File: config.mk
export PLATFORM = sky130hd
export DESIGN_NAME = seg_scan_ctrl_flat
export DESIGN_NICKNAME = d
export VERILOG_FILES = /design/src/rtl/seg_scan_ctrl_if.sv /design/src/rtl/seg_scan_ctrl.sv /design/src/flat_wrapper.sv
export SDC_FILE = /design/constraint.sdc
export NUM_CORES = 1
export LEC_CHECK = 0
export CORE_MARGIN = 3
export CORE_UTILIZATION = 40
export DETAILED_ROUTE_END_ITERATION = 10
export MAX_ROUTING_LAYER = met4
export PLACE_DENSITY = 0.58
export RECOVER_POWER = 25
export SETUP_SLACK_MARGIN = 0.5
export SYNTH_ARGS = -nofsm -noshare
export SYNTH_HDL_FRONTEND = slang
export SYNTH_SLANG_ARGS = --single-unit
File: constraint.sdc
create_clock -name clk -period 3.1 [get_ports clk]
set_clock_uncertainty 0.05 [all_clocks]
set_input_delay 0.465 -clock clk [delete_from_list [all_inputs] [get_ports clk]]
set_output_delay 0.465 -clock clk [all_outputs]
set_load 0.02 [all_outputs]
File: src/rtl/seg_scan_ctrl_if.sv
// Bundle of display-side signals for seg_scan_ctrl: user load port in, board pins out.
// The master modport is the user/board side, the slave modport is the controller.
interface seg_scan_ctrl_if #(
  parameter int N_DIGITS = 4
);
  logic                    load;
  logic [4*N_DIGITS-1:0]   value;
  logic [N_DIGITS-1:0]     dp_in;
  logic                    lz_en;
  logic [6:0]              seg;
  logic                    dp;
  logic [N_DIGITS-1:0]     com;
  logic                    frame_tick;
  logic                    pend;

  modport master (
    output load, value, dp_in, lz_en,
    input  seg, dp, com, frame_tick, pend
  );

  modport slave (
    input  load, value, dp_in, lz_en,
    output seg, dp, com, frame_tick, pend
  );
endinterface

File: src/rtl/seg_scan_ctrl.sv
// Time-multiplexed 7-segment scan controller with a double-buffered display value,
// per-slot blanking, leading-zero suppression and registered pin outputs.
module seg_scan_ctrl #(
  parameter int N_DIGITS  = 4,
  parameter int SLOT_CYC  = 50000,
  parameter int BLANK_CYC = 500
) (
  input  logic          clk,
  input  logic          rst,
  seg_scan_ctrl_if.slave bus
);

  localparam int SW = $clog2(SLOT_CYC);
  localparam int DW = $clog2(N_DIGITS);
  localparam logic [SW-1:0] SLOT_LAST = SW'(SLOT_CYC - 1);
  localparam logic [SW-1:0] BLANK_END = SW'(BLANK_CYC);
  localparam logic [DW-1:0] DIG_LAST  = DW'(N_DIGITS - 1);

  logic [SW-1:0]         r_slot_cnt;
  logic [DW-1:0]         r_digit_idx;
  logic [4*N_DIGITS-1:0] r_pend_val;
  logic [N_DIGITS-1:0]   r_pend_dp;
  logic                  r_pend_lz;
  logic                  r_pend;
  logic [4*N_DIGITS-1:0] r_disp_val;
  logic [N_DIGITS-1:0]   r_disp_dp;
  logic                  r_disp_lz;
  logic [6:0]            r_seg;
  logic                  r_dp;
  logic [N_DIGITS-1:0]   r_com;
  logic                  r_tick;

  logic                  w_slot_wrap;
  logic                  w_frame_bnd;
  logic                  w_blank;
  logic                  w_zero_run;
  logic [N_DIGITS-1:0]   w_sup;
  logic [N_DIGITS-1:0]   w_sel;
  logic [3:0]            w_nib;
  logic                  w_dp_bit;
  logic                  w_sup_bit;
  logic [6:0]            w_seg;
  logic                  w_dp;
  logic [N_DIGITS-1:0]   w_com;
  logic                  w_tick;

  function automatic logic [6:0] seg_encode(input logic [3:0] nib);
    case (nib)
      4'h0: seg_encode = 7'h3F;
      4'h1: seg_encode = 7'h06;
      4'h2: seg_encode = 7'h5B;
      4'h3: seg_encode = 7'h4F;
      4'h4: seg_encode = 7'h66;
      4'h5: seg_encode = 7'h6D;
      4'h6: seg_encode = 7'h7D;
      4'h7: seg_encode = 7'h07;
      4'h8: seg_encode = 7'h7F;
      4'h9: seg_encode = 7'h67;
      4'hA: seg_encode = 7'h77;
      4'hB: seg_encode = 7'h7C;
      4'hC: seg_encode = 7'h39;
      4'hD: seg_encode = 7'h5E;
      4'hE: seg_encode = 7'h79;
      default: seg_encode = 7'h71;
    endcase
  endfunction

  assign w_slot_wrap = (r_slot_cnt == SLOT_LAST);
  assign w_frame_bnd = w_slot_wrap && (r_digit_idx == DIG_LAST);
  assign w_blank     = (r_slot_cnt < BLANK_END);
  assign w_tick      = (r_slot_cnt == '0) && (r_digit_idx == '0);

  always_ff @(posedge clk or posedge rst) begin
    if (rst) begin
      r_slot_cnt  <= '0;
      r_digit_idx <= '0;
    end else if (w_slot_wrap) begin
      r_slot_cnt  <= '0;
      r_digit_idx <= w_frame_bnd ? '0 : r_digit_idx + 1'b1;
    end else begin
      r_slot_cnt  <= r_slot_cnt + 1'b1;
    end
  end

  // A load landing on the frame boundary bypasses the pending stage entirely.
  always_ff @(posedge clk or posedge rst) begin
    if (rst) begin
      r_pend_val <= '0;
      r_pend_dp  <= '0;
      r_pend_lz  <= 1'b0;
      r_pend     <= 1'b0;
      r_disp_val <= '0;
      r_disp_dp  <= '0;
      r_disp_lz  <= 1'b0;
    end else if (w_frame_bnd && bus.load) begin
      r_disp_val <= bus.value;
      r_disp_dp  <= bus.dp_in;
      r_disp_lz  <= bus.lz_en;
      r_pend     <= 1'b0;
    end else if (w_frame_bnd) begin
      if (r_pend) begin
        r_disp_val <= r_pend_val;
        r_disp_dp  <= r_pend_dp;
        r_disp_lz  <= r_pend_lz;
      end
      r_pend <= 1'b0;
    end else if (bus.load) begin
      r_pend_val <= bus.value;
      r_pend_dp  <= bus.dp_in;
      r_pend_lz  <= bus.lz_en;
      r_pend     <= 1'b1;
    end
  end

  // A digit is suppressed when it and every more-significant nibble are zero.
  always_comb begin
    w_zero_run = 1'b1;
    w_sup      = '0;
    for (int i = N_DIGITS - 1; i >= 0; i--) begin
      w_zero_run = w_zero_run && (r_disp_val[4*i +: 4] == 4'h0);
      w_sup[i]   = r_disp_lz && w_zero_run && (i != 0);
    end
  end

  always_comb begin
    w_sel     = '0;
    w_nib     = 4'h0;
    w_dp_bit  = 1'b0;
    w_sup_bit = 1'b0;
    for (int i = 0; i < N_DIGITS; i++) begin
      if (r_digit_idx == DW'(i)) begin
        w_sel[i]  = 1'b1;
        w_nib     = r_disp_val[4*i +: 4];
        w_dp_bit  = r_disp_dp[i];
        w_sup_bit = w_sup[i];
      end
    end
  end

  always_comb begin
    w_com = '1;
    w_seg = 7'h00;
    w_dp  = 1'b0;
    if (!w_blank) begin
      w_com = ~w_sel;
      w_seg = w_sup_bit ? 7'h00 : seg_encode(w_nib);
      w_dp  = w_dp_bit;
    end
  end

  always_ff @(posedge clk or posedge rst) begin
    if (rst) begin
      r_seg  <= 7'h00;
      r_dp   <= 1'b0;
      r_com  <= '1;
      r_tick <= 1'b0;
    end else begin
      r_seg  <= w_seg;
      r_dp   <= w_dp;
      r_com  <= w_com;
      r_tick <= w_tick;
    end
  end

  assign bus.seg        = r_seg;
  assign bus.dp         = r_dp;
  assign bus.com        = r_com;
  assign bus.frame_tick = r_tick;
  assign bus.pend       = r_pend;

endmodule

File: src/flat_wrapper.sv
// flat-port wrapper written by rule: the top's interface ports become plain ports
module seg_scan_ctrl_flat 
#(
  parameter int N_DIGITS  = 4,
  parameter int SLOT_CYC  = 50000,
  parameter int BLANK_CYC = 500
)
  (clk, rst, bus_load, bus_value, bus_dp_in, bus_lz_en, bus_seg, bus_dp, bus_com, bus_frame_tick, bus_pend);
  seg_scan_ctrl_if #(.N_DIGITS(N_DIGITS)) bus_i ();
  input  logic clk;
  input  logic rst;
  input wire logic [$bits(bus_i.load)-1:0] bus_load;
  input wire logic [$bits(bus_i.value)-1:0] bus_value;
  input wire logic [$bits(bus_i.dp_in)-1:0] bus_dp_in;
  input wire logic [$bits(bus_i.lz_en)-1:0] bus_lz_en;
  output wire logic [$bits(bus_i.seg)-1:0] bus_seg;
  output wire logic [$bits(bus_i.dp)-1:0] bus_dp;
  output wire logic [$bits(bus_i.com)-1:0] bus_com;
  output wire logic [$bits(bus_i.frame_tick)-1:0] bus_frame_tick;
  output wire logic [$bits(bus_i.pend)-1:0] bus_pend;
  assign bus_i.load = bus_load;
  assign bus_i.value = bus_value;
  assign bus_i.dp_in = bus_dp_in;
  assign bus_i.lz_en = bus_lz_en;
  assign bus_seg = bus_i.seg;
  assign bus_dp = bus_i.dp;
  assign bus_com = bus_i.com;
  assign bus_frame_tick = bus_i.frame_tick;
  assign bus_pend = bus_i.pend;
  seg_scan_ctrl #(.N_DIGITS(N_DIGITS), .SLOT_CYC(SLOT_CYC), .BLANK_CYC(BLANK_CYC)) u_core (.clk(clk), .rst(rst), .bus(bus_i));
endmodule
After elaboration in Yosys (flattened, before gate mapping). Memories as Yosys holds them, arrays and structs flattened. Index checks and enable logic that the tools add are counted.

$add $sub $neg: 2. Order comparisons: 1. Equality and inequality tests: 4. Mux-type cells: 33. Bitwise operators: 3. Reductions and logical operators: 18.

Operator list (number): 16-bit 2-to-1 mux (4); 4-bit 2-to-1 mux (8); 1-bit 2-to-1 mux (18); 16-bit by 1-bit adder with 16-bit output, second input constant (1); 16-bit equality test, second input constant (1); 16-bit zero test (1); 16-bit by 9-bit < comparator with 1-bit output, second input constant (1); 7-bit 2-to-1 mux (2); 4-bit zero test (3); 1-bit logical AND (8); 2-bit equality test, second input constant (2); 4-bit inverter (1); 2-bit nonzero test (2); 3-bit AND reduction (1); 3-bit nonzero test (1); 2-bit by 1-bit adder with 2-bit output, second input constant (1); 2-bit by 1-bit equality test with 1-bit output, second input constant (1); 2-bit zero test (1); 2-bit 2-to-1 mux (1); 1-bit inverter (2); 2-bit AND reduction (1).

Register bits after elaboration: 74. Bits in read-only memories: 112. Input bits: 24. Output and inout port bits: 14. Logic and storage cells: 75. Memories kept: 1.

Memory list: (no name shown) (words 16, bits a word 7, rd ports 1, clocked after Yosys merged registers in 0, write ports 0, line seg_scan_ctrl.sv:48) `case (nib)`.

Depth between registers and ports, before layout. Gate-level depths: netlist (run 1).

Word-level depth: 9. Gate-level depth with buffers: 11. Depth with buffers taken out: 10.

Worst setup path before layout (run 1). OpenSTA, ideal clock, no wires.

Path type: reg2reg. Start point: register u_core.r_digit_idx[1]. End point: register u_core.r_seg[1], in the netlist u_core.bus.seg[1]. Library setup time: 120 ps. Data arrival time: 2452 ps. Required time: 2930 ps. Setup slack: 478 ps. Stages on the path, launching flop included: 10. Path buffers: 1. Period minus slack after synthesis: 2622 ps. Cells stage by stage: dfrtp_1 > inv_1 > ha_1 > clkbuf_1 > nor2b_1 > a221o_1 > a22oi_1 > ha_1 > or3b_2 > and3b_1.

Longest elaborated chain between the ends: 8. Elaborated cells on any way between the ends: 14.

RTL lines: start: declaration (line seg_scan_ctrl.sv:20) `logic [DW-1:0] r_digit_idx;`; start signal: assignment (line seg_scan_ctrl.sv:79) `r_digit_idx <= w_frame_bnd ? '0 : r_digit_idx + 1'b1;`; 2-bit zero test (line seg_scan_ctrl.sv:131) `if (r_digit_idx == DW'(i)) begin`; 4-bit 2-to-1 mux (4 in series) (line seg_scan_ctrl.sv:131); memory 16 x 7 bit; 7-bit 2-to-1 mux * (line seg_scan_ctrl.sv:146) `w_seg = w_sup_bit ? 7'h00 : seg_encode(w_nib);`; 7-bit 2-to-1 mux * (line seg_scan_ctrl.sv:144) `if (!w_blank) begin`; via u_core.w_seg[1] (line seg_scan_ctrl.sv:42) `logic [6:0] w_seg;`; end signal: assignment (line seg_scan_ctrl.sv:158) `r_seg <= w_seg;`; end: declaration (line seg_scan_ctrl.sv:28) `logic [6:0] r_seg;`.

The timed path passes the listed nets; every way through them passes the cells marked *. A chain may end at the register's enable or synchronous reset.

Worst setup path in the final report (run 1).
Start point: register u_core.r_slot_cnt[11]. End point: register u_core.r_pend_val[5].

Longest elaborated chain between the ends: 5. Elaborated cells on any way between the ends: 6.

RTL lines: start: declaration (line seg_scan_ctrl.sv:19) `logic [SW-1:0] r_slot_cnt;`; start signal: assignment (line seg_scan_ctrl.sv:81) `r_slot_cnt <= r_slot_cnt + 1'b1;`; 16-bit equality test * (line seg_scan_ctrl.sv:68) `assign w_slot_wrap = (r_slot_cnt == SLOT_LAST);`; 1-bit logical AND * (line seg_scan_ctrl.sv:69) `assign w_frame_bnd = w_slot_wrap && (r_digit_idx == DIG_LAST);`; 1-bit logical AND (line seg_scan_ctrl.sv:95) `end else if (w_frame_bnd && bus.load) begin`; 1-bit inverter (no line); 3-bit AND reduction (no line) *; end signal: assignment (line seg_scan_ctrl.sv:108) `r_pend_val <= bus.value;`; end: declaration (line seg_scan_ctrl.sv:21) `logic [4*N_DIGITS-1:0] r_pend_val;`.

Every way passes the cells marked *; elsewhere a longest branch is shown, timed or not.

==> report_table.html, run 1 <==
<table>
<tr><th>Metric</th><th>Value</th></tr>
<tr><th colspan="2">Cells and area</th></tr>
<tr><td>Syn-to-layout area delta</td><td>23.77%</td></tr>
<tr><td>Layout cell share with drive strength beyond 1</td><td>0.1484</td></tr>
<tr><td>Number of inserted diodes</td><td>0</td></tr>
<tr><td>Net count of the finished layout</td><td>415</td></tr>
<tr><td>Summed area of non-filler cells in the final layout</td><td>4358 um2</td></tr>
<tr><td>Layout fillers</td><td>768</td></tr>
<tr><th colspan="2">Die</th></tr>
<tr><td>Rows</td><td>33</td></tr>
<tr><td>Chip Width</td><td>between 90 and 100 um</td></tr>
<tr><td>Number of I/O pins</td><td>38</td></tr>
<tr><td>Starting Density</td><td>0.4201</td></tr>
<tr><td>Core Footprint</td><td>about 8400 um2</td></tr>
<tr><td>Area enclosed by the die boundary</td><td>9964 um2</td></tr>
<tr><td>Height of the die</td><td>around 100 um</td></tr>
<tr><th colspan="2">STA</th></tr>
<tr><td>Number of hold violations in the final report</td><td>0</td></tr>
<tr><td>Final setup TNS</td><td>0 ns</td></tr>
<tr><td>Crit share post-route</td><td>0.8157</td></tr>
<tr><td>Maximum clock rate</td><td>between 300 and 400 MHz</td></tr>
<tr><td>Time the final worst path needs with I/O delays and setup</td><td>2.529 ns</td></tr>
<tr><td>Actual slew at the worst max-slew pin</td><td>approximately 0.85 ns</td></tr>
<tr><td>Worst slew slack as a fraction of its limit</td><td>0.4336</td></tr>
<tr><td>Final Slew Violations</td><td>0</td></tr>
<tr><td>Final setup fails</td><td>0</td></tr>
<tr><td>RSZ-0062 raised after global routing</td><td>false</td></tr>
<tr><th colspan="2">Placed design</th></tr>
<tr><td>Number of buffers inserted by port buffering</td><td>37</td></tr>
<tr><td>Placer's final routability congestion estimate</td><td>between 0.8 and 0.9</td></tr>
<tr><td>Area after DPL</td><td>4063 um2</td></tr>
<tr><td>DPL Wire Length</td><td>slightly above 5000 um</td></tr>
<tr><th colspan="2">Setup path</th></tr>
<tr><td>Family with the most delay on the worst path</td><td>simple AND/OR/NAND/NOR gates</td></tr>
<tr><td>Required time of the worst setup path</td><td>3.28 ns</td></tr>
<tr><td>Setup crit start kind</td><td>flop</td></tr>
<tr><td>Endpoint type of the worst setup path</td><td>flop</td></tr>
<tr><td>Crit path max fanout</td><td>12</td></tr>
<tr><td>Path type of the worst setup path</td><td>reg -&gt; reg</td></tr>
<tr><td>Arrival time of data at the critical path endpoint</td><td>between 2 and 3 ns</td></tr>
<tr><td>Critical Path Slowest Stage Cell</td><td>sky130_fd_sc_hd__or4_1</td></tr>
<tr><td>Cells along the critical path</td><td>or4_1 &gt; or4_4 &gt; or3_4 &gt; nand2_4 &gt; buf_12 &gt; mux2_1</td></tr>
<tr><td>Crit path buf inv count</td><td>1</td></tr>
<tr><td>CP max stage delay</td><td>0.53 ns</td></tr>
<tr><th colspan="2">Global routing</th></tr>
<tr><td>Number of global-route vias before repair</td><td>about 2,500</td></tr>
<tr><td>Antenna violations before repair</td><td>0</td></tr>
<tr><td>Maximum number of pins on one net before global-route repair</td><td>55</td></tr>
<tr><td>Remaining Overflow, GRT</td><td>0</td></tr>
<tr><td>Global-route usage over all layers</td><td>0.1602</td></tr>
<tr><td>Global-route wire length before repair</td><td>~12,000 um</td></tr>
<tr><th colspan="2">Min path</th></tr>
<tr><td>Min-Delay Path Class</td><td>reg -&gt; reg</td></tr>
<tr><th colspan="2">Yosys</th></tr>
<tr><td>Net count of the mapped netlist</td><td>around 360</td></tr>
<tr><td>Synth top area cells</td><td>sky130_fd_sc_hd__dfrtp_1 (50%), sky130_fd_sc_hd__mux2_1 (6.4%), sky130_fd_sc_hd__a22oi_1 (4.9%)</td></tr>
<tr><td>Syn Area/Cell</td><td>10.73 um2</td></tr>
<tr><td>Number of flops mapped to enable cells by yosys</td><td>0</td></tr>
<tr><td>Post-synth top flop</td><td>sky130_fd_sc_hd__dfrtp_1</td></tr>
<tr><td>Seq cells post-synth</td><td>74</td></tr>
<tr><td>Portion of the post-synthesis area used by sequential elements</td><td>0.5274</td></tr>
<tr><td>Synth cell types</td><td>48</td></tr>
<tr><td>Dominant cell type by area after synthesis</td><td>sky130_fd_sc_hd__dfrtp_1</td></tr>
<tr><td>Proportion of register bits with asynchronous set or reset after synthesis</td><td>1.000</td></tr>
<tr><td>Cell count after synthesis</td><td>328</td></tr>
<tr><td>Total standard cell area after synthesis</td><td>3521 um2</td></tr>
<tr><td>Share of the synthesized area in the top cell type</td><td>0.4975</td></tr>
<tr><td>Yosys Warn Count</td><td>0</td></tr>
<tr><th colspan="2">CTS</th></tr>
<tr><td>Cell at the root of the clock tree</td><td>sky130_fd_sc_hd__clkbuf_8</td></tr>
<tr><td>Number of clock buffers inserted by TritonCTS</td><td>9</td></tr>
<tr><td>Number of buffers on the longest clock path</td><td>2</td></tr>
<tr><td>Source-to-sink clock delay at the later pin of the worst-skew pair</td><td>~0.35 ns</td></tr>
<tr><td>Number of clock sinks seen by CTS</td><td>74</td></tr>
<tr><td>Clock tree from TritonCTS</td><td>built</td></tr>
<tr><td>Number of hold buffers added after CTS</td><td>0</td></tr>
<tr><td>Clock transition time at the flip-flop clock pins of the worst setup and hold paths</td><td>0.08 ns</td></tr>
<tr><td>CTS H-tree lvls</td><td>3</td></tr>
<tr><th colspan="2">Power and ir drop</th></tr>
<tr><td>Sw Share</td><td>0.2396</td></tr>
<tr><td>Leakage power figure</td><td>between 1.5 and 2 nW</td></tr>
<tr><td>Switching power summed over all nets</td><td>around 0.46 mW</td></tr>
<tr><td>Proportion of power drawn by flip-flops and latches</td><td>0.544</td></tr>
<tr><td>Fraction of power consumed by combinational cells</td><td>0.086</td></tr>
<tr><td>Cell area power density</td><td>around 440 nW/um2</td></tr>
<tr><td>Internal power component</td><td>roughly 1.4 mW</td></tr>
<tr><td>IR Drop Worst-Case VDD</td><td>approximately 0.25 mV</td></tr>
<tr><td>Fraction of power consumed by the clock network</td><td>0.371</td></tr>
<tr><th colspan="2">Routing</th></tr>
<tr><td>Wire length reported by the detailed router</td><td>7395 um</td></tr>
<tr><td>Vias per Instance</td><td>roughly 5.2</td></tr>
<tr><td>Total iterations of the first detailed-routing run</td><td>4</td></tr>
<tr><td>Per-cell routed wire length</td><td>15.12 um</td></tr>
<tr><td>Number of DRC violations after detailed routing</td><td>0</td></tr>
<tr><td>Number of nets still failing antenna checks after routing</td><td>0</td></tr>
<tr><td>Via Count</td><td>approximately 2,500</td></tr>
<tr><td>Detailed Route Iter0 Violations</td><td>a little over 80</td></tr>
<tr><th colspan="2">Run status</th></tr>
<tr><td>Outcome</td><td>complete, no violations</td></tr>
<tr><th colspan="2">Run</th></tr>
<tr><td>Number of maximum-capacitance violations</td><td>0</td></tr>
</table>
[cells by family (layout without fill, tap and decap cells)]
family / after synthesis / in the layout / share of synthesized area
adders and majority gates: 12 / 12 / 0.04264
AOI/OAI and AO/OA: 75 / 75 / 0.1379
buffers and inverters: 47 / 103 / 0.05650
xor gates and xnor gates: 14 / 14 / 0.03483
and+or+nand+nor: 83 / 83 / 0.1276
DFF: 74 / 74 / 0.5274
muxes: 23 / 23 / 0.07321
[synthesized netlist by cell type, types with 2 or more instances]
master and count:
sky130_fd_sc_hd__nor4_1 2, sky130_fd_sc_hd__nand2_1 17, sky130_fd_sc_hd__buf_2 6, sky130_fd_sc_hd__nor2b_1 6, sky130_fd_sc_hd__buf_6 2, sky130_fd_sc_hd__nor3b_1 2
sky130_fd_sc_hd__xnor2_1 7, sky130_fd_sc_hd__xor2_1 7, sky130_fd_sc_hd__a22oi_1 23, sky130_fd_sc_hd__nand4_1 2, sky130_fd_sc_hd__a211oi_1 7, sky130_fd_sc_hd__mux2_2 2
sky130_fd_sc_hd__a21oi_1 9, sky130_fd_sc_hd__nand2b_1 2, sky130_fd_sc_hd__dfstp_2 4, sky130_fd_sc_hd__nand3_1 7, sky130_fd_sc_hd__o21ai_1 7, sky130_fd_sc_hd__dfrtp_1 70
sky130_fd_sc_hd__clkbuf_1 6, sky130_fd_sc_hd__or3b_2 2, sky130_fd_sc_hd__inv_1 33, sky130_fd_sc_hd__o21ai_0 20, sky130_fd_sc_hd__nand3b_1 4, sky130_fd_sc_hd__and3_1 4
sky130_fd_sc_hd__mux2_1 20, sky130_fd_sc_hd__nor3_1 4, sky130_fd_sc_hd__or3_1 2, sky130_fd_sc_hd__nor2_1 20, sky130_fd_sc_hd__ha_1 12
[area by class of cell]
cell class              count  area [um2]  share of cell area
clock buffers              12       165.2             0.03790
clock inverters             4       25.02            0.005742
inverters                  33       123.9             0.02842
multi-input cells         207        1520              0.3488
flip-flops and latches     74        1857              0.4261
well taps                 105       131.4             0.03015
repair buffers             54       535.5              0.1229
[power groups by stage]
stage	clock network, mW	logic (mW)	registers [mW]
finish	0.706	0.163	1.04
global route	0.774	0.185	1.04
CTS	0.739	0.160	1.04
detailed placement	0	0.155	1.05
global placement	0	0.152	1.05
floorplan	0	0.0931	1.05
[cell usage in the layout, fill, tap and decap left out, drive strengths merged, types with 3 or more instances in the layout]
| cell type | count |
|---|---|
| mux2 | 22 |
| clkdlybuf4s50 | 36 |
| a21oi | 9 |
| nor3 | 4 |
| buf | 17 |
| dfstp | 4 |
| inv | 33 |
| nand3b | 4 |
| ha | 12 |
| nor4 | 3 |
| nand2 | 18 |
| o21ai | 27 |
| a22oi | 23 |
| nand3 | 7 |
| nor2 | 20 |
| nor2b | 6 |
| xor2 | 7 |
| and3 | 4 |
| clkbuf | 12 |
| xnor2 | 7 |
| a211oi | 7 |
| dfrtp | 70 |
[flip-flops by register name, summed over array words and instances, names as in the netlist]
| register | count |
|---|---|
| u_core.bus.com | 4 |
| u_core.bus.dp | 1 |
| u_core.bus.frame_tick | 1 |
| u_core.bus.pend | 1 |
| u_core.bus.seg | 7 |
| u_core.r_digit_idx | 2 |
| u_core.r_disp_dp | 4 |
| u_core.r_disp_lz | 1 |
| u_core.r_disp_val | 16 |
| u_core.r_pend_dp | 4 |
| u_core.r_pend_lz | 1 |
| u_core.r_pend_val | 16 |
| u_core.r_slot_cnt | 16 |
[path summary, 6_finish.rpt]
kind                                            start                     to  slack, ns  cells after the start
min in group asynchronous                         rst   u_core.r_slot_cnt[8]       0.67                      2
max in group asynchronous                         rst      u_core.bus.com[3]       1.51                      3
worst max-delay path            u_core.r_slot_cnt[11]   u_core.r_pend_val[5]       0.57                      6
worst min-delay path            u_core.r_slot_cnt[13]  u_core.r_slot_cnt[13]       0.44                      1
worst max register to register  u_core.r_slot_cnt[11]   u_core.r_pend_val[5]       0.57                      6
worst min register to register  u_core.r_slot_cnt[13]  u_core.r_slot_cnt[13]       0.44                      1
[through the flow]
stage | instances | utilization | setup slack, ns | power, mW | hold slack [ns]
detailed placement | 466 | 0.4847 | 0.3293 | 1.209 | 0.4303
global route | 489 | 0.5199 | 0.4726 | 2.000 | 0.4543
CTS | 483 | 0.5116 | 0.5136 | 1.934 | 0.4014
floorplan | 328 | - | 0.5133 | 1.139 | 0.4060
finish | 489 | 0.5199 | 0.5713 | 1.905 | 0.4391
global placement | 466 | 0.4847 | 0.3819 | 1.205 | 0.4232
[metal layers]
layer | global-route usage | routed length [um] | up-vias
li1 | - | - | 1239
met1 | 0.2070 | 3530 | 1229
met2 | 0.2494 | 3511 | 50
met3 | 0.04100 | 283 | 9
met4 | 0.04832 | 70 | 0
met5 | - | 0 | -
[timing repair]
action | in CTS | in global routing
pin swaps | 1 | 2
hold endpoints to repair | 0 | 0
endpoints found under the setup margin | 22 | 24
resized for setup | 3 | 7
setup buffers | 1 | 6
Note: power is estimated with default switching activity, not from simulation.
==> run 2, diff against run 1 <==
- PLACE_DENSITY: 0.58 -> 0.6
- clock period: 3.1 -> 2.2 ns (I/O delays scaled with it)
==> run 2 against run 1 <==
Net effect:
- the flow now finishes with violations (setup timing)
- via count up 14%
- worst hold slack improved by 0.026 ns
- clock-buffer cell count decreased by 3
==> report_table.html, run 2 (synthesized netlist as in run 1, its figures left out) <==
<table>
<tr><th>Metric</th><th>Value</th></tr>
<tr><th colspan="2">CTS</th></tr>
<tr><td>Number of clock sinks seen by CTS</td><td>74</td></tr>
<tr><td>Source-to-sink clock delay at the later pin of the worst-skew pair</td><td>between 0.3 and 0.4 ns</td></tr>
<tr><td>Cell at the root of the clock tree</td><td>sky130_fd_sc_hd__clkbuf_8</td></tr>
<tr><td>CTS H-tree lvls</td><td>3</td></tr>
<tr><td>Number of buffers on the longest clock path</td><td>2</td></tr>
<tr><td>Clock tree from TritonCTS</td><td>built</td></tr>
<tr><td>Number of hold buffers added after CTS</td><td>0</td></tr>
<tr><td>Number of clock buffers inserted by TritonCTS</td><td>9</td></tr>
<tr><td>Clock transition time at the flip-flop clock pins of the worst setup and hold paths</td><td>about 0.08 ns</td></tr>
<tr><th colspan="2">Routing</th></tr>
<tr><td>Per-cell routed wire length</td><td>~17 um</td></tr>
<tr><td>Vias per Instance</td><td>between 5 and 6</td></tr>
<tr><td>Wire length reported by the detailed router</td><td>9038 um</td></tr>
<tr><td>Detailed Route Iter0 Violations</td><td>100</td></tr>
<tr><td>Total iterations of the first detailed-routing run</td><td>4</td></tr>
<tr><td>Number of nets still failing antenna checks after routing</td><td>0</td></tr>
<tr><td>Via Count</td><td>approximately 2,900</td></tr>
<tr><td>Number of DRC violations after detailed routing</td><td>0</td></tr>
<tr><th colspan="2">Setup path</th></tr>
<tr><td>Arrival time of data at the critical path endpoint</td><td>between 2 and 3 ns</td></tr>
<tr><td>Setup crit start kind</td><td>flop</td></tr>
<tr><td>Startpoint of the worst register-to-register path</td><td>u_core.r_slot_cnt[10]</td></tr>
<tr><td>Crit path max fanout</td><td>5</td></tr>
<tr><td>Endpoint type of the worst setup path</td><td>flop</td></tr>
<tr><td>Path type of the worst setup path</td><td>reg -&gt; reg</td></tr>
<tr><td>Worst reg2reg path endpoint</td><td>u_core.r_pend_val[2]</td></tr>
<tr><td>Minimum setup slack among reg-to-reg paths</td><td>-0.29 ns</td></tr>
<tr><td>Required time of the worst setup path</td><td>between 2 and 2.5 ns</td></tr>
<tr><td>Cell count of the worst reg-to-reg path</td><td>6</td></tr>
<tr><th colspan="2">Cells and area</th></tr>
<tr><td>Syn-to-layout area delta</td><td>54.02%</td></tr>
<tr><td>Total area of multi-input combinational cells</td><td>slightly below 2000 um2</td></tr>
<tr><td>Summed area of non-filler cells in the final layout</td><td>5423 um2</td></tr>
<tr><td>Net count of the finished layout</td><td>472</td></tr>
<tr><td>Most common library cell in the layout ignoring fill and taps</td><td>sky130_fd_sc_hd__dfrtp_1</td></tr>
<tr><td>Sequential cell area</td><td>about 1900 um2</td></tr>
<tr><td>Commonest non-fill, non-tap cells in the layout</td><td>sky130_fd_sc_hd__dfrtp_1 (70), sky130_fd_sc_hd__buf_4 (47), sky130_fd_sc_hd__clkdlybuf4s50_1 (29)</td></tr>
<tr><td>Layout cell share with drive strength beyond 1</td><td>0.4263</td></tr>
<tr><td>Layout fillers</td><td>650</td></tr>
<tr><td>Final Util</td><td>0.6470</td></tr>
<tr><td>Largest registers</td><td>u_core.r_disp_val: 16 flops, u_core.r_pend_val: 16 flops, u_core.r_slot_cnt: 16 flops</td></tr>
<tr><td>Number of inserted diodes</td><td>0</td></tr>
<tr><th colspan="2">Die</th></tr>
<tr><td>Rows</td><td>33</td></tr>
<tr><td>Area enclosed by the die boundary</td><td>9964 um2</td></tr>
<tr><td>Chip Width</td><td>about 100 um</td></tr>
<tr><td>Starting Density</td><td>0.4201</td></tr>
<tr><td>Height of the die</td><td>about 100 um</td></tr>
<tr><td>Core Footprint</td><td>~8400 um2</td></tr>
<tr><td>Number of I/O pins</td><td>38</td></tr>
<tr><th colspan="2">STA</th></tr>
<tr><td>Final setup fails</td><td>between 40 and 50</td></tr>
<tr><td>Crit share post-route</td><td>1.132</td></tr>
<tr><td>Time the final worst path needs with I/O delays and setup</td><td>around 2.5 ns</td></tr>
<tr><td>Worst slew slack as a fraction of its limit</td><td>0.2902</td></tr>
<tr><td>Actual slew at the worst max-slew pin</td><td>between 1 and 1.5 ns</td></tr>
<tr><td>Maximum clock rate</td><td>401.5 MHz</td></tr>
<tr><td>RSZ-0062 raised after global routing</td><td>true</td></tr>
<tr><td>Setup ws final</td><td>-0.2904 ns</td></tr>
<tr><td>Final Slew Violations</td><td>0</td></tr>
<tr><td>Number of hold violations in the final report</td><td>0</td></tr>
<tr><th colspan="2">Placed design</th></tr>
<tr><td>Area after DPL</td><td>4479 um2</td></tr>
<tr><td>Placer's final routability congestion estimate</td><td>approximately 0.86</td></tr>
<tr><td>DPL Wire Length</td><td>roughly 5700 um</td></tr>
<tr><td>Number of buffers inserted by port buffering</td><td>37</td></tr>
<tr><th colspan="2">Run</th></tr>
<tr><td>Number of maximum-capacitance violations</td><td>0</td></tr>
<tr><th colspan="2">Power and ir drop</th></tr>
<tr><td>Leakage power figure</td><td>2.446 nW</td></tr>
<tr><td>IR Drop Worst-Case VDD</td><td>between 0.3 and 0.4 mV</td></tr>
<tr><td>Cell area power density</td><td>roughly 570 nW/um2</td></tr>
<tr><th colspan="2">Global routing</th></tr>
<tr><td>GR Layer Usage met1</td><td>0.2472</td></tr>
<tr><td>Remaining Overflow, GRT</td><td>0</td></tr>
<tr><td>Global-route usage over all layers</td><td>0.1903</td></tr>
<tr><td>Maximum number of pins on one net before global-route repair</td><td>30</td></tr>
<tr><td>Global routing's busiest layer</td><td>met2</td></tr>
<tr><td>Number of global-route vias before repair</td><td>approximately 3,000</td></tr>
<tr><td>Met2 Usage GRT</td><td>0.3058</td></tr>
<tr><td>Met3 usage</td><td>0.03753</td></tr>
<tr><td>Antenna violations before repair</td><td>0</td></tr>
<tr><td>Global-route wire length before repair</td><td>14,680 um</td></tr>
<tr><th colspan="2">Min path</th></tr>
<tr><td>End point of the most critical hold path</td><td>u_core.r_pend_dp[0]</td></tr>
<tr><td>Worst Hold Depth</td><td>1</td></tr>
<tr><td>Worst hold path startpoint</td><td>u_core.r_pend_dp[0]</td></tr>
<tr><td>Min-Delay Path Class</td><td>reg -&gt; reg</td></tr>
<tr><th colspan="2">Run status</th></tr>
<tr><td>Violations in the final reports</td><td>setup timing</td></tr>
<tr><td>Outcome</td><td>finished with violations</td></tr>
</table>
## run 2: through the flow
| stage | cells | hold WS [ns] | total power [mW] | TNS, ns | worst slack, ns |
|---|---|---|---|---|---|
| detailed placement | 509 | 0.4313 | 1.739 | -7.847 | -0.2519 |
| CTS | 539 | 0.3220 | 3.078 | -9.023 | -0.2612 |
| finish | 546 | 0.4647 | 3.092 | -10.35 | -0.2904 |
| global route | 546 | 0.4879 | 3.213 | -13.65 | -0.3743 |
| floorplan | 328 | 0.4060 | 1.615 | -6.679 | -0.2245 |
| global placement | 509 | 0.4235 | 1.731 | -5.773 | -0.1939 |
## run 2: worst max-delay path by stage
stage / start / to / slack [ns] / cells past startpoint
6_report: u_core.r_slot_cnt[10] / u_core.r_pend_val[2] / -0.29 / 6
5_1_grt: u_core.r_slot_cnt[10] / u_core.r_disp_lz / -0.37 / 9
4_1_cts: u_core.r_slot_cnt[10] / u_core.r_disp_val[14] / -0.26 / 8
3_5_place_dp: u_core.r_slot_cnt[10] / u_core.r_pend_val[9] / -0.25 / 6
3_3_place_gp: u_core.r_slot_cnt[10] / u_core.r_pend_val[7] / -0.19 / 6
2_1_floorplan: u_core.r_slot_cnt[11] / u_core.r_pend_dp[0] / -0.22 / 6
## run 2: final cells by class
cell class / instances / share of cell area
Multi-Input combinational cell: 207 / 0.3613
Sequential cell: 74 / 0.3424
Timing Repair Buffer: 111 / 0.2040
Tap cell: 105 / 0.02423
Inverter: 33 / 0.02353
Clock buffer: 9 / 0.02284
Clock inverter: 7 / 0.02169
## run 2: per-layer routing
metal	up-vias	share of wire
met4	0	0.0086
met5	-	0
met3	11	0.038
met2	55	0.49
li1	1363	-
met1	1447	0.47
## run 2: critical path: stages, from the launching register on
cell,delay (ns)
sky130_fd_sc_hd__dfrtp_1,0.39
sky130_fd_sc_hd__or4_4,0.53
sky130_fd_sc_hd__or4_4,0.44
sky130_fd_sc_hd__or3_4,0.38
sky130_fd_sc_hd__nand2_8,0.13
sky130_fd_sc_hd__clkbuf_16,0.16
sky130_fd_sc_hd__mux2_4,0.29
## run 2: what timing repair did
action	CTS	global route
endpoints found under the setup margin	67	65
resized for setup	62	78
gates cloned	3	3
setup buffers	11	4
pin swaps	19	23
## run 2: power by group
group	switching, mW	leakage (nW)	internal (mW)
clock	0.524	0.123	0.753
sequential	0.0443	0.890	1.42
combinational	0.148	1.43	0.200
